[src/rtl/multdiv_unit.sv]
// Iterative signed 32-bit multiply/divide unit: radix-2 Booth multiply and
// restoring divide, fixed 33-cycle latency from the accepting edge to RDY.
module multdiv_unit #(
    parameter int WIDTH = 32
) (
    input  logic             clock,
    input  logic             reset,
    input  logic [WIDTH-1:0] data_operandA,
    input  logic [WIDTH-1:0] data_operandB,
    input  logic             ctrl_MULT,
    input  logic             ctrl_DIV,
    output logic [WIDTH-1:0] data_result,
    output logic             data_exception,
    output logic             data_resultRDY,
    output logic             busy
);

    localparam int W = WIDTH;

    typedef enum logic [1:0] {
        S_IDLE = 2'd0,
        S_MUL  = 2'd1,
        S_DIV  = 2'd2,
        S_DONE = 2'd3
    } state_t;

    state_t         state_q, state_d;
    logic [5:0]     cnt_q, cnt_d;
    logic [2*W-1:0] acc_q, acc_d;
    logic           qm1_q, qm1_d;
    logic [W-1:0]   m_q, m_d;
    logic           neg_q, neg_d;
    logic           dz_q, dz_d;
    logic           ovf_q, ovf_d;
    logic [W-1:0]   result_q, result_d;
    logic           exc_q, exc_d;
    logic           rdy_q, rdy_d;
    logic           busy_q, busy_d;
    logic [2*W:0]   booth_s;
    logic           mul_ovf_s;

    function automatic logic [W-1:0] abs_val(input logic [W-1:0] x);
        if (x[W-1]) begin
            return (~x) + {{(W-1){1'b0}}, 1'b1};
        end else begin
            return x;
        end
    endfunction

    // One Booth step: 33-bit partial sum keeps -M representable when M is the most negative value.
    // Result is {new_acc, new_qm1} after the arithmetic right shift.
    function automatic logic [2*W:0] booth_step(input logic [2*W-1:0] acc,
                                                input logic           qm1,
                                                input logic [W-1:0]   m);
        logic [W:0] hi_ext;
        logic [W:0] m_ext;
        logic [W:0] sum;
        hi_ext = {acc[2*W-1], acc[2*W-1:W]};
        m_ext  = {m[W-1], m};
        case ({acc[0], qm1})
            2'b01:   sum = hi_ext + m_ext;
            2'b10:   sum = hi_ext - m_ext;
            default: sum = hi_ext;
        endcase
        return {sum, acc[W-1:0]};
    endfunction

    // One restoring-division step on {remainder, quotient}; remainder < divisor keeps the shift in W bits.
    function automatic logic [2*W-1:0] div_step(input logic [2*W-1:0] acc,
                                                input logic [W-1:0]   d);
        logic [2*W-1:0] sh;
        logic [W:0]     diff;
        sh   = {acc[2*W-2:0], 1'b0};
        diff = {1'b0, sh[2*W-1:W]} - {1'b0, d};
        if (!diff[W]) begin
            return {diff[W-1:0], sh[W-1:1], 1'b1};
        end else begin
            return sh;
        end
    endfunction

    assign booth_s   = booth_step(acc_q, qm1_q, m_q);
    assign mul_ovf_s = ~((&acc_q[2*W-1:W-1]) | ~(|acc_q[2*W-1:W-1]));

    // Next-state, datapath and registered-output logic.
    always_comb begin
        state_d  = state_q;
        cnt_d    = cnt_q;
        acc_d    = acc_q;
        qm1_d    = qm1_q;
        m_d      = m_q;
        neg_d    = neg_q;
        dz_d     = dz_q;
        ovf_d    = ovf_q;
        result_d = result_q;
        exc_d    = exc_q;
        case (state_q)
            S_IDLE, S_DONE: begin
                if (ctrl_MULT) begin
                    state_d = S_MUL;
                    cnt_d   = 6'd0;
                    acc_d   = {{W{1'b0}}, data_operandB};
                    qm1_d   = 1'b0;
                    m_d     = data_operandA;
                    neg_d   = 1'b0;
                    dz_d    = 1'b0;
                    ovf_d   = 1'b0;
                end else if (ctrl_DIV) begin
                    state_d = S_DIV;
                    cnt_d   = 6'd0;
                    acc_d   = {{W{1'b0}}, abs_val(data_operandA)};
                    qm1_d   = 1'b0;
                    m_d     = abs_val(data_operandB);
                    neg_d   = data_operandA[W-1] ^ data_operandB[W-1];
                    dz_d    = (data_operandB == {W{1'b0}});
                    ovf_d   = (data_operandA == {1'b1, {(W-1){1'b0}}}) &&
                              (data_operandB == {W{1'b1}});
                end else begin
                    state_d = S_IDLE;
                end
            end
            S_MUL: begin
                if (cnt_q == 6'd32) begin
                    state_d  = S_DONE;
                    result_d = acc_q[W-1:0];
                    exc_d    = mul_ovf_s;
                end else begin
                    acc_d = booth_s[2*W:1];
                    qm1_d = booth_s[0];
                    cnt_d = cnt_q + 6'd1;
                end
            end
            S_DIV: begin
                if (cnt_q == 6'd32) begin
                    state_d = S_DONE;
                    if (dz_q) begin
                        result_d = {W{1'b0}};
                        exc_d    = 1'b1;
                    end else if (ovf_q) begin
                        // |min| / 1 already yields the min pattern, so no negation here.
                        result_d = acc_q[W-1:0];
                        exc_d    = 1'b1;
                    end else if (neg_q) begin
                        result_d = (~acc_q[W-1:0]) + {{(W-1){1'b0}}, 1'b1};
                        exc_d    = 1'b0;
                    end else begin
                        result_d = acc_q[W-1:0];
                        exc_d    = 1'b0;
                    end
                end else begin
                    acc_d = div_step(acc_q, m_q);
                    cnt_d = cnt_q + 6'd1;
                end
            end
            default: begin
                state_d = S_IDLE;
            end
        endcase
        rdy_d  = (state_d == S_DONE);
        busy_d = (state_d == S_MUL) || (state_d == S_DIV);
    end

    // State, datapath and output registers with asynchronous active-low reset.
    always_ff @(posedge clock or negedge reset) begin
        if (!reset) begin
            state_q  <= S_IDLE;
            cnt_q    <= 6'd0;
            acc_q    <= {(2*W){1'b0}};
            qm1_q    <= 1'b0;
            m_q      <= {W{1'b0}};
            neg_q    <= 1'b0;
            dz_q     <= 1'b0;
            ovf_q    <= 1'b0;
            result_q <= {W{1'b0}};
            exc_q    <= 1'b0;
            rdy_q    <= 1'b0;
            busy_q   <= 1'b0;
        end else begin
            state_q  <= state_d;
            cnt_q    <= cnt_d;
            acc_q    <= acc_d;
            qm1_q    <= qm1_d;
            m_q      <= m_d;
            neg_q    <= neg_d;
            dz_q     <= dz_d;
            ovf_q    <= ovf_d;
            result_q <= result_d;
            exc_q    <= exc_d;
            rdy_q    <= rdy_d;
            busy_q   <= busy_d;
        end
    end

    assign data_result    = result_q;
    assign data_exception = exc_q;
    assign data_resultRDY = rdy_q;
    assign busy           = busy_q;

endmodule

[config.mk]
export PLATFORM = sky130hd
export DESIGN_NAME = multdiv_unit
export DESIGN_NICKNAME = d
export VERILOG_FILES = /design/src/rtl/multdiv_unit.sv
export SDC_FILE = /design/constraint.sdc
export NUM_CORES = 1
export LEC_CHECK = 0
export ABC_CLOCK_PERIOD_IN_PS = 4000
export CORE_ASPECT_RATIO = 1.5
export CORE_MARGIN = 2
export CORE_UTILIZATION = 45
export DETAILED_ROUTE_END_ITERATION = 16
export PLACE_DENSITY_LB_ADDON = 0.3
export SLEW_MARGIN = 0
export SYNTH_ARGS = -nofsm -noshare
export SYNTH_HDL_FRONTEND = slang
export SYNTH_SLANG_ARGS = --single-unit
[constraint.sdc]
create_clock -name clock -period 4 [get_ports clock]
set_input_delay 1 -clock clock [delete_from_list [all_inputs] [get_ports clock]]
set_output_delay 1 -clock clock [all_outputs]
set_load 0.005 [all_outputs]
==> flow_summary.yaml, run 1 <==
status:
  run_status: "finished clean"
clock_network:
  cts_sinks: 143
  path_clk_slew_ns: 0.06
  root_buffer: "clkbuf_16"
  cts_buffer_depth: 2
  htree_num_levels: 4
  insertion_delay_ns: 0.45
  cts_tree: "built"
  hold_buffers: 0
  numCtsBuffers: 17
yosys:
  ys_seq_elements: 143
  avgSynthCellArea_um2: 7.80
  ys.flop_type: "dfrtp_1"
  synth_top_area_cell: "dfrtp_1"
  yosysSeqAreaShare: 0.274
  ys_top_cells_by_count: "214 x nand2_1, 156 x o21ai_0, 143 x dfrtp_1"
  synthCells: 1672
  netlist_top_cells_area: "dfrtp_1 27%, ha_1 7.2%, xor2_1 6.3%"
  yosys_warnings: 0
  synth_cell_types: 74
  post-synth-top-count-cell: "nand2_1"
  async_reset_ff_frac: 1.00
  synth_top_area_share: 0.274
  synth_edf_count: 0
  synth_area_um2: 13000
  syn_nets: 1817
floorplanning:
  start_util: 0.456
  die_y_um: 213
  die_w_um: 143
  coreArea_um2: 28600
  num_rows: 76
  io_pins: 103
  die-area_um2: 30400
min_path:
  holdPathStages: 2
  hold_path.class: "reg2reg"
route:
  ant_nets: 0
  wire_per_inst_um: 20.1
  via_per_inst: 6.04
  drc: 0
  drt_iter0_drc: 1051
  vias: 13800
  drt_pass1_iterations: 6
  routed_wl_um: 45700
global_route:
  grt_pass1_wl_um: 71400
  antenna_found_initial: 0
  grt_overflow: 0
  grt_pass1_vias: 13600
  grt_use_total: 0.301
  grt_max_degree: 65
cells_and_area:
  fillers: 2581
  nets: 2020
  syn2layout_area_growth_pct: 27.1
  diodes: 0
  stdcell_count: 2278
  drive_above_1_share: 0.151
  finish.utilization: 0.579
timing:
  worst_pin_slew_ns: 1.11
  final.period_utilization: 0.995
  final_hold_viol_count: 0
  fmax_mhz: 251
  setup_ws_ns: 0.0209
  drv_slew: 0
  min_period_ns: 3.98
  relSlewSlack: 0.260
  setup_violations: 0
  rsz0062_at_grt: "yes"
  fin_skew_ns: 0.0110
pwr:
  power.leakage_uw: 0.00720
  powerDensity_nw_per_um2: 780
  power.total_uw: 12900
  ir_worst_vdd_v: 0.000400
worst_setup_path:
  endpoint_kind: "flip-flop"
  worst-path-buf-inv: 4
  start_kind: "flip-flop"
  worstPathMaxFanout: 4
  cp.required_ns: 4.30
  reg2reg_depth: 18
  max_stage_delay_ns: 0.39
  crit_chain: "nor4_2, buf_4, and3_4, and2_4, nand2_4, nor2_4, a41oi_2, xnor2_2, ha_1, buf_4, buf_4, nand4_1, o41ai_4, buf_4, a21oi_2, xnor2_1, a222oi_1, o211ai_1"
  worst_path_max_delay_cell: "dfrtp_1"
  critPathArrivalTime_ns: 4.28
  crit_family: "simple AND/OR/NAND/NOR gates"
  path_depth: 18
  critPathMostFrequentCell: "buf_4"
  worst-setup-path-type: "reg2reg"
placement:
  dp_cells: 2234
  dp_slack_ns: -0.373
  globalplace.congestion: 0.933
  hpwl_um: 34800
  port_buffers: 102
flow_run:
  drv_cap: 0
final timing paths:
path                           startpoint         endpoint  slack, ns
setup / recovery                   m_q[5]        acc_q[59]       0.02
hold / removal             data_exception   data_exception       0.48
hold reg to reg            data_exception   data_exception       0.48
max in group asynchronous           reset  data_result[30]       2.59
min in group asynchronous           reset         acc_q[4]       0.54
setup reg to reg                   m_q[5]        acc_q[59]       0.02
stage by stage:
stage	cell area, um2	hold slack (ns)	setup TNS (ns)
after detailed placement	15400	0.470	-4.09
final	16600	0.482	0
after floorplan	13000	0.450	0
after global placement	15400	0.466	-3.04
after global routing	16600	0.502	-0.572
after CTS	16200	0.483	-0.0207
flip-flops by register name (all words and copies together) (netlist names):
| register | count |
|---|---|
| acc_q | 64 |
| data_result | 32 |
| m_q | 32 |
| cnt_q | 6 |
| state_q | 2 |
| busy | 1 |
| data_exception | 1 |
| data_resultRDY | 1 |
| dz_q | 1 |
| neg_q | 1 |
| ovf_q | 1 |
| qm1_q | 1 |
layout make-up:
type / instances / area, um2 / area share
sequential: 143 / 3580 / 0.216
clock buffer: 20 / 457 / 0.0275
inverter: 73 / 274 / 0.0165
multi-input combinational: 1361 / 9180 / 0.553
tap: 390 / 488 / 0.0294
clock inverter: 12 / 213 / 0.0128
timing repair buffer: 279 / 2400 / 0.145
cell families after synthesis:
family	synth area share
AO/OA/AOI/OAI	0.281
AND/OR/NAND/NOR	0.189
XOR/XNOR	0.119
buffers and inverters	0.0504
flip-flops	0.274
adder cells (fa/ha/maj)	0.0750
multiplexers	0.0109
routing by layer:
| layer | part of all wire | GRT usage |
|---|---|---|
| met5 | 0 | 0 |
| met4 | 0.075 | 0.213 |
| met3 | 0.045 | 0.0423 |
| met2 | 0.50 | 0.526 |
| met1 | 0.38 | 0.331 |
what timing repair did:
| item | 4_1_cts | 5_1_grt |
|---|---|---|
| pin swaps | 15 | 46 |
| gates resized for setup | 22 | 55 |
| endpoints found under the setup margin | 20 | 16 |
| gates cloned | 0 | 1 |
| setup buffers | 2 | 9 |
where the power goes:
part	total, uW	internal (uW)	switching [uW]
Combinational	8680	3730	4950
Sequential	2390	1850	546
Clock	1850	1200	658
placed cells by master, fill, tap and decap left out, types with 11 or more instances in the layout:
master           instances
o31ai_1                 24
o221ai_1                24
nor4_1                  21
nand2_1                209
clkdlybuf4s50_1        100
o41ai_1                 14
a21o_1                  29
a31oi_1                 15
xor2_1                  94
clkbuf_16               18
mux2i_1                 12
nor2_1                 131
dfrtp_1                143
a22o_1                  13
xnor2_1                 79
buf_4                  171
nand3_1                 21
a21oi_1                127
ha_1                    72
nand4_1                 24
nand2b_1                17
a211oi_1                13
inv_1                   71
o211ai_1                11
o21ai_1                 21
a22oi_1                 35
o21ai_0                149
or4_1                   15
a221o_1                 13
nor3_1                  14
worst register-to-register path: stages, from the launching register on:
cell and delay (ns):
dfrtp_1 0.39, nor4_2 0.31, buf_4 0.17, and3_4 0.20
and2_4 0.17, nand2_4 0.06, nor2_4 0.19, a41oi_2 0.17
xnor2_2 0.18, ha_1 0.31, buf_4 0.11, buf_4 0.11
nand4_1 0.24, o41ai_4 0.39, buf_4 0.18, a21oi_2 0.05
xnor2_1 0.12, a222oi_1 0.32, o211ai_1 0.15
No activity file was read; power rests on OpenSTA's default activity.
==> run 2: changes to the inputs <==
--- a/config.mk
+++ b/config.mk
@@ -7,10 +7,12 @@
 export LEC_CHECK = 0
 export ABC_CLOCK_PERIOD_IN_PS = 4000
 export CORE_ASPECT_RATIO = 1.5
-export CORE_MARGIN = 2
+export CORE_MARGIN = 3
 export CORE_UTILIZATION = 45
+export CTS_BUF_LIST = sky130_fd_sc_hd__clkbuf_16
 export DETAILED_ROUTE_END_ITERATION = 16
 export PLACE_DENSITY_LB_ADDON = 0.3
+export SETUP_SLACK_MARGIN = 0.05
 export SLEW_MARGIN = 0
 export SYNTH_ARGS = -nofsm -noshare
 export SYNTH_HDL_FRONTEND = slang
==> flow_summary.yaml, run 2 (synthesized netlist as in run 1, its figures left out) <==
timing:
  drv_slew: 0
  final_hold_viol_count: 0
  setup_violations: 0
  final.period_utilization: 0.975
  fmax_mhz: 257
  tns_ns: 0
  relSlewSlack: 0.329
  min_period_ns: 3.90
  rsz0062_at_grt: "yes"
  setup_ws_ns: 0.101
  fin_skew_ns: 0.0126
  worst_pin_slew_ns: 1.01
pwr:
  power.leakage_uw: 0.00712
  powerDensity_nw_per_um2: 755
  ir_worst_vdd_v: 0.000328
cells_and_area:
  diodes: 0
  mostFrequentLayoutCell: "nand2_1"
  drive_above_1_share: 0.152
  seqCellArea_um2: 3580
  nets: 2018
  syn2layout_area_growth_pct: 26.1
  top_register: "acc_q"
  final_cell_mix: "209 x nand2_1, 171 x buf_4, 146 x o21ai_0"
  multiInputGateArea_um2: 9270
  fillers: 2532
  largest_reg_flops: 64
worst_setup_path:
  reg2reg_slack_ns: 0.10
  reg2reg_depth: 20
  r2r_end: "acc_q[63]"
  critPathArrivalTime_ns: 4.23
  worstPathMaxFanout: 4
  start_kind: "flip-flop"
  endpoint_kind: "flip-flop"
  crit_start: "m_q[2]"
  reg2reg_from: "m_q[2]"
  cp.required_ns: 4.34
  worst-setup-path-type: "reg2reg"
global_route:
  grt_max_degree: 82
  grt_pass1_vias: 13800
  antenna_found_initial: 0
  grt_use_total: 0.279
  grt_overflow: 0
  grt_pass1_wl_um: 70900
clock_network:
  numCtsBuffers: 17
  cts_tree: "built"
  htree_num_levels: 4
  root_buffer: "clkbuf_16"
  cts_sinks: 143
  path_clk_slew_ns: 0.06
  cts_buffer_depth: 2
  insertion_delay_ns: 0.45
route:
  via_per_inst: 6.01
  wire_per_inst_um: 19.6
  drt_iter0_drc: 988
  drc: 0
  drt_pass1_iterations: 6
  routed_wl_um: 44400
  ant_nets: 0
  vias: 13600
floorplanning:
  die-area_um2: 31100
  io_pins: 103
  start_util: 0.462
  num_rows: 75
  die_w_um: 145
  die_y_um: 215
  coreArea_um2: 28200
placement:
  port_buffers: 102
  globalplace.congestion: 0.920
  dp_slack_ns: -0.488
  hpwl_um: 34500
flow_run:
  drv_cap: 0
min_path:
  hold_path.class: "reg2reg"
  worst_hold_path.endpoint: "data_result[5]"
  holdPathStages: 2
  hold_start: "data_result[5]"
status:
  run_status: "finished clean"
[run 2: changes by cell type in the layout (fill, tap and decap cells not counted), sizes merged]
cell | previous run | this run
clkdlybuf4s50 | 100 | 99
buf | 178 | 177
clkinvlp | 1 | 2
clkinv | 5 | 8
bufinv | 6 | 0
inv | 73 | 76
dlygate4sd2 | 0 | 1
clkbuf | 21 | 17
[run 2: final cells by class]
class / count / area share
repair buffers: 277 / 0.143
clock buffers: 17 / 0.0259
well taps: 385 / 0.0293
multi-input cells: 1361 / 0.563
inverters: 73 / 0.0167
clock inverters: 13 / 0.00373
flip-flops and latches: 143 / 0.218
[run 2: critical path: stages, from the launching register on]
cell      delay (ns)
dfrtp_1         0.38
nor4_2          0.28
buf_4           0.17
and3_4          0.19
and2_4          0.16
nand2_4         0.06
nor2_4          0.21
buf_6           0.13
a21oi_2         0.04
xnor2_1         0.28
ha_1            0.34
a21o_1          0.22
a21oi_1         0.13
o21ai_1         0.10
a21oi_2         0.17
o41ai_4         0.11
buf_4           0.15
a211oi_2        0.21
nor2_1          0.08
xnor2_1         0.12
a211o_1         0.25
[run 2: where the power goes]
group | switching [uW] | internal (uW) | total, uW
Sequential | 538 | 1850 | 2390
Clock | 625 | 760 | 1390
Combinational | 4920 | 3720 | 8640
Total | 6080 | 6330 | 12400
[run 2: through the flow]
stage	cells	hold slack [ns]	utilization	power, uW	instance area, um2
floorplan	1672	0.450	-	7700	13000
global placement	2229	0.468	0.547	10200	15400
detailed placement	2229	0.472	0.547	10300	15400
CTS	2259	0.485	0.567	11800	16000
global route	2269	0.514	0.582	13400	16400
finish	2269	0.480	0.582	12400	16400
[run 2: worst max path at each step]
stage          slack, ns         to  cells past startpoint
2_1_floorplan       0.35  acc_q[59]                     16
3_3_place_gp       -0.47    m_q[30]                     11
3_5_place_dp       -0.49    m_q[30]                     11
4_1_cts             0.01  acc_q[62]                     20
5_1_grt            -0.13  acc_q[63]                     20
6_report            0.10  acc_q[63]                     20
[run 2: repair_timing]
item / 4_1_cts / 5_1_grt
resized for setup: 19 / 77
endpoints found under the setup margin: 13 / 33
pin swaps: 2 / 57
hold buffers: 0 / 0
hold endpoints to repair: 0 / 0
setup buffers: 0 / 11
[run 2: routing by layer]
| layer | GRT usage | vias up | part of all wire |
|---|---|---|---|
| li1 | - | 6497 | - |
| met1 | 0.305 | 6465 | 0.38 |
| met2 | 0.509 | 518 | 0.51 |
| met3 | 0.0395 | 158 | 0.047 |
| met4 | 0.169 | 0 | 0.066 |
| met5 | 0 | - | 0 |
==> run 3: changes to the inputs <==
--- a/config.mk
+++ b/config.mk
@@ -11,6 +11,7 @@
 export CORE_UTILIZATION = 45
 export CTS_BUF_LIST = sky130_fd_sc_hd__clkbuf_16
 export DETAILED_ROUTE_END_ITERATION = 16
+export DONT_BUFFER_PORTS = 1
 export PLACE_DENSITY_LB_ADDON = 0.3
 export SETUP_SLACK_MARGIN = 0.05
 export SLEW_MARGIN = 0
==> flow_summary.yaml, run 3 (synthesized netlist as in run 1, its figures left out) <==
route:
  drc: 0
  drt_pass1_iterations: 7
  routed_wl_um: 43700
  drt_iter0_drc: 959
  via_per_inst: 6.09
  wire_per_inst_um: 20.7
  ant_nets: 0
  vias: 12800
pwr:
  ir_worst_vdd_v: 0.000418
  power_frac_seq: 0.197
  switching_share: 0.489
  power.leakage_uw: 0.00637
  p_int_uw: 6170
  combPwrFrac: 0.673
  pwr-share-clk: 0.130
  switching_power_uw: 5900
  powerDensity_nw_per_um2: 815
floorplanning:
  io_pins: 103
  die-area_um2: 31100
  start_util: 0.462
  die_w_um: 145
  die_y_um: 215
  num_rows: 75
  coreArea_um2: 28200
cells_and_area:
  mostFrequentLayoutCell: "nand2_1"
  final_cell_mix: "210 x nand2_1, 147 x o21ai_0, 143 x dfrtp_1"
  finish.utilization: 0.524
  nets: 1856
  seqCellArea_um2: 3580
  drive_above_1_share: 0.117
  diodes: 0
  fillers: 2683
  largest_reg_flops: 64
  stdcell_count: 2107
  multiInputGateArea_um2: 9040
  syn2layout_area_growth_pct: 13.5
  design_area_um2: 14800
  top_register: "acc_q"
placement:
  dp_cells: 2068
  globalplace.congestion: 0.929
  dp_slack_ns: -0.135
  port_buffers: 0
  placed_area_um2: 14000
  hpwl_um: 33700
worst_setup_path:
  cp.required_ns: 4.32
  start_kind: "flip-flop"
  crit_chain: "nor4_2, buf_4, and3_4, nand2_4, nor4_4, nor2_1, xnor2_1, ha_1, a21oi_2, o21ai_2, o41ai_2, o21ai_1, a21oi_1, buf_4, o31ai_4, a211oi_2, o21bai_1, mux2i_1, o211ai_1"
  worst-path-buf-inv: 2
  worstPathMaxFanout: 4
  endpoint_kind: "flip-flop"
  worst-setup-path-type: "reg2reg"
  crit_family: "compound AO/OA/AOI/OAI gates"
  critPathMostFrequentCell: "buf_4"
  critPathArrivalTime_ns: 4.19
  max_stage_delay_ns: 0.40
  worst_path_max_delay_cell: "dfrtp_1"
timing:
  rsz0062_at_grt: "yes"
  final.period_utilization: 0.968
  fmax_mhz: 258
  fin_skew_ns: 0.00744
  relSlewSlack: 0.409
  min_period_ns: 3.87
  worst_pin_slew_ns: 0.887
  setup_ws_ns: 0.127
  drv_slew: 0
  setup_violations: 0
  final_hold_viol_count: 0
min_path:
  hold_path.class: "in2async"
flow_run:
  drv_cap: 0
global_route:
  grt_pass1_wl_um: 68800
  antenna_found_initial: 0
  grt_max_degree: 144
  grt_use_total: 0.275
  grt_overflow: 0
  grt_pass1_vias: 12800
status:
  run_status: "finished clean"
clock_network:
  hold_buffers: 0
  cts_buffer_depth: 2
  htree_num_levels: 4
  insertion_delay_ns: 0.45
  cts_sinks: 143
  numCtsBuffers: 17
  cts_tree: "built"
  path_clk_slew_ns: 0.07
  root_buffer: "clkbuf_16"
[run 3: layout make-up]
type / instances / area share
inverters: 73 / 0.0185
well taps: 385 / 0.0325
clock inverters: 13 / 0.00845
repair buffers: 115 / 0.0594
multi-input cells: 1361 / 0.611
flip-flops and latches: 143 / 0.242
clock buffers: 17 / 0.0287
[run 3: what timing repair did]
| action | 4_1_cts | 5_1_grt |
|---|---|---|
| setup endpoints to repair | 4 | 30 |
| hold endpoints to repair | 0 | 0 |
| gates resized for setup | 4 | 49 |
| setup buffers | 0 | 9 |
| pin swaps | 0 | 28 |
[run 3: layer usage]
layer | share of wire | track usage
met1 | 0.38 | 0.296
met2 | 0.51 | 0.504
met3 | 0.055 | 0.0467
met4 | 0.056 | 0.156
met5 | 0 | 0
[run 3: final timing paths]
path	start	end	slack, ns	cells past startpoint
max	m_q[2]	acc_q[62]	0.13	19
min	reset	acc_q[60]	0.24	0
max reg2reg	m_q[2]	acc_q[62]	0.13	19
min reg2reg	data_exception	data_exception	0.51	2
max in group asynchronous	reset	acc_q[30]	3.48	0
min in group clock	data_exception	data_exception	0.51	2
[run 3: power by group through the flow]
stage                     clock [uW]  sequential [uW]  combinational, uW
final                           1570             2380               8120
after global routing            1640             2440               8900
after CTS                       1580             2350               7750
after detailed placement           0             2360               7680
after global placement             0             2360               7600
after floorplan                    0             2200               5500
[run 3: stage by stage]
stage               TNS, ns  power [uW]  hold WS (ns)
floorplan                 0        7700         0.450
global placement     -0.255        9960         0.465
detailed placement   -0.222       10000         0.481
CTS                       0       11700         0.224
global route         -0.241       13000         0.232
finish                    0       12100         0.240
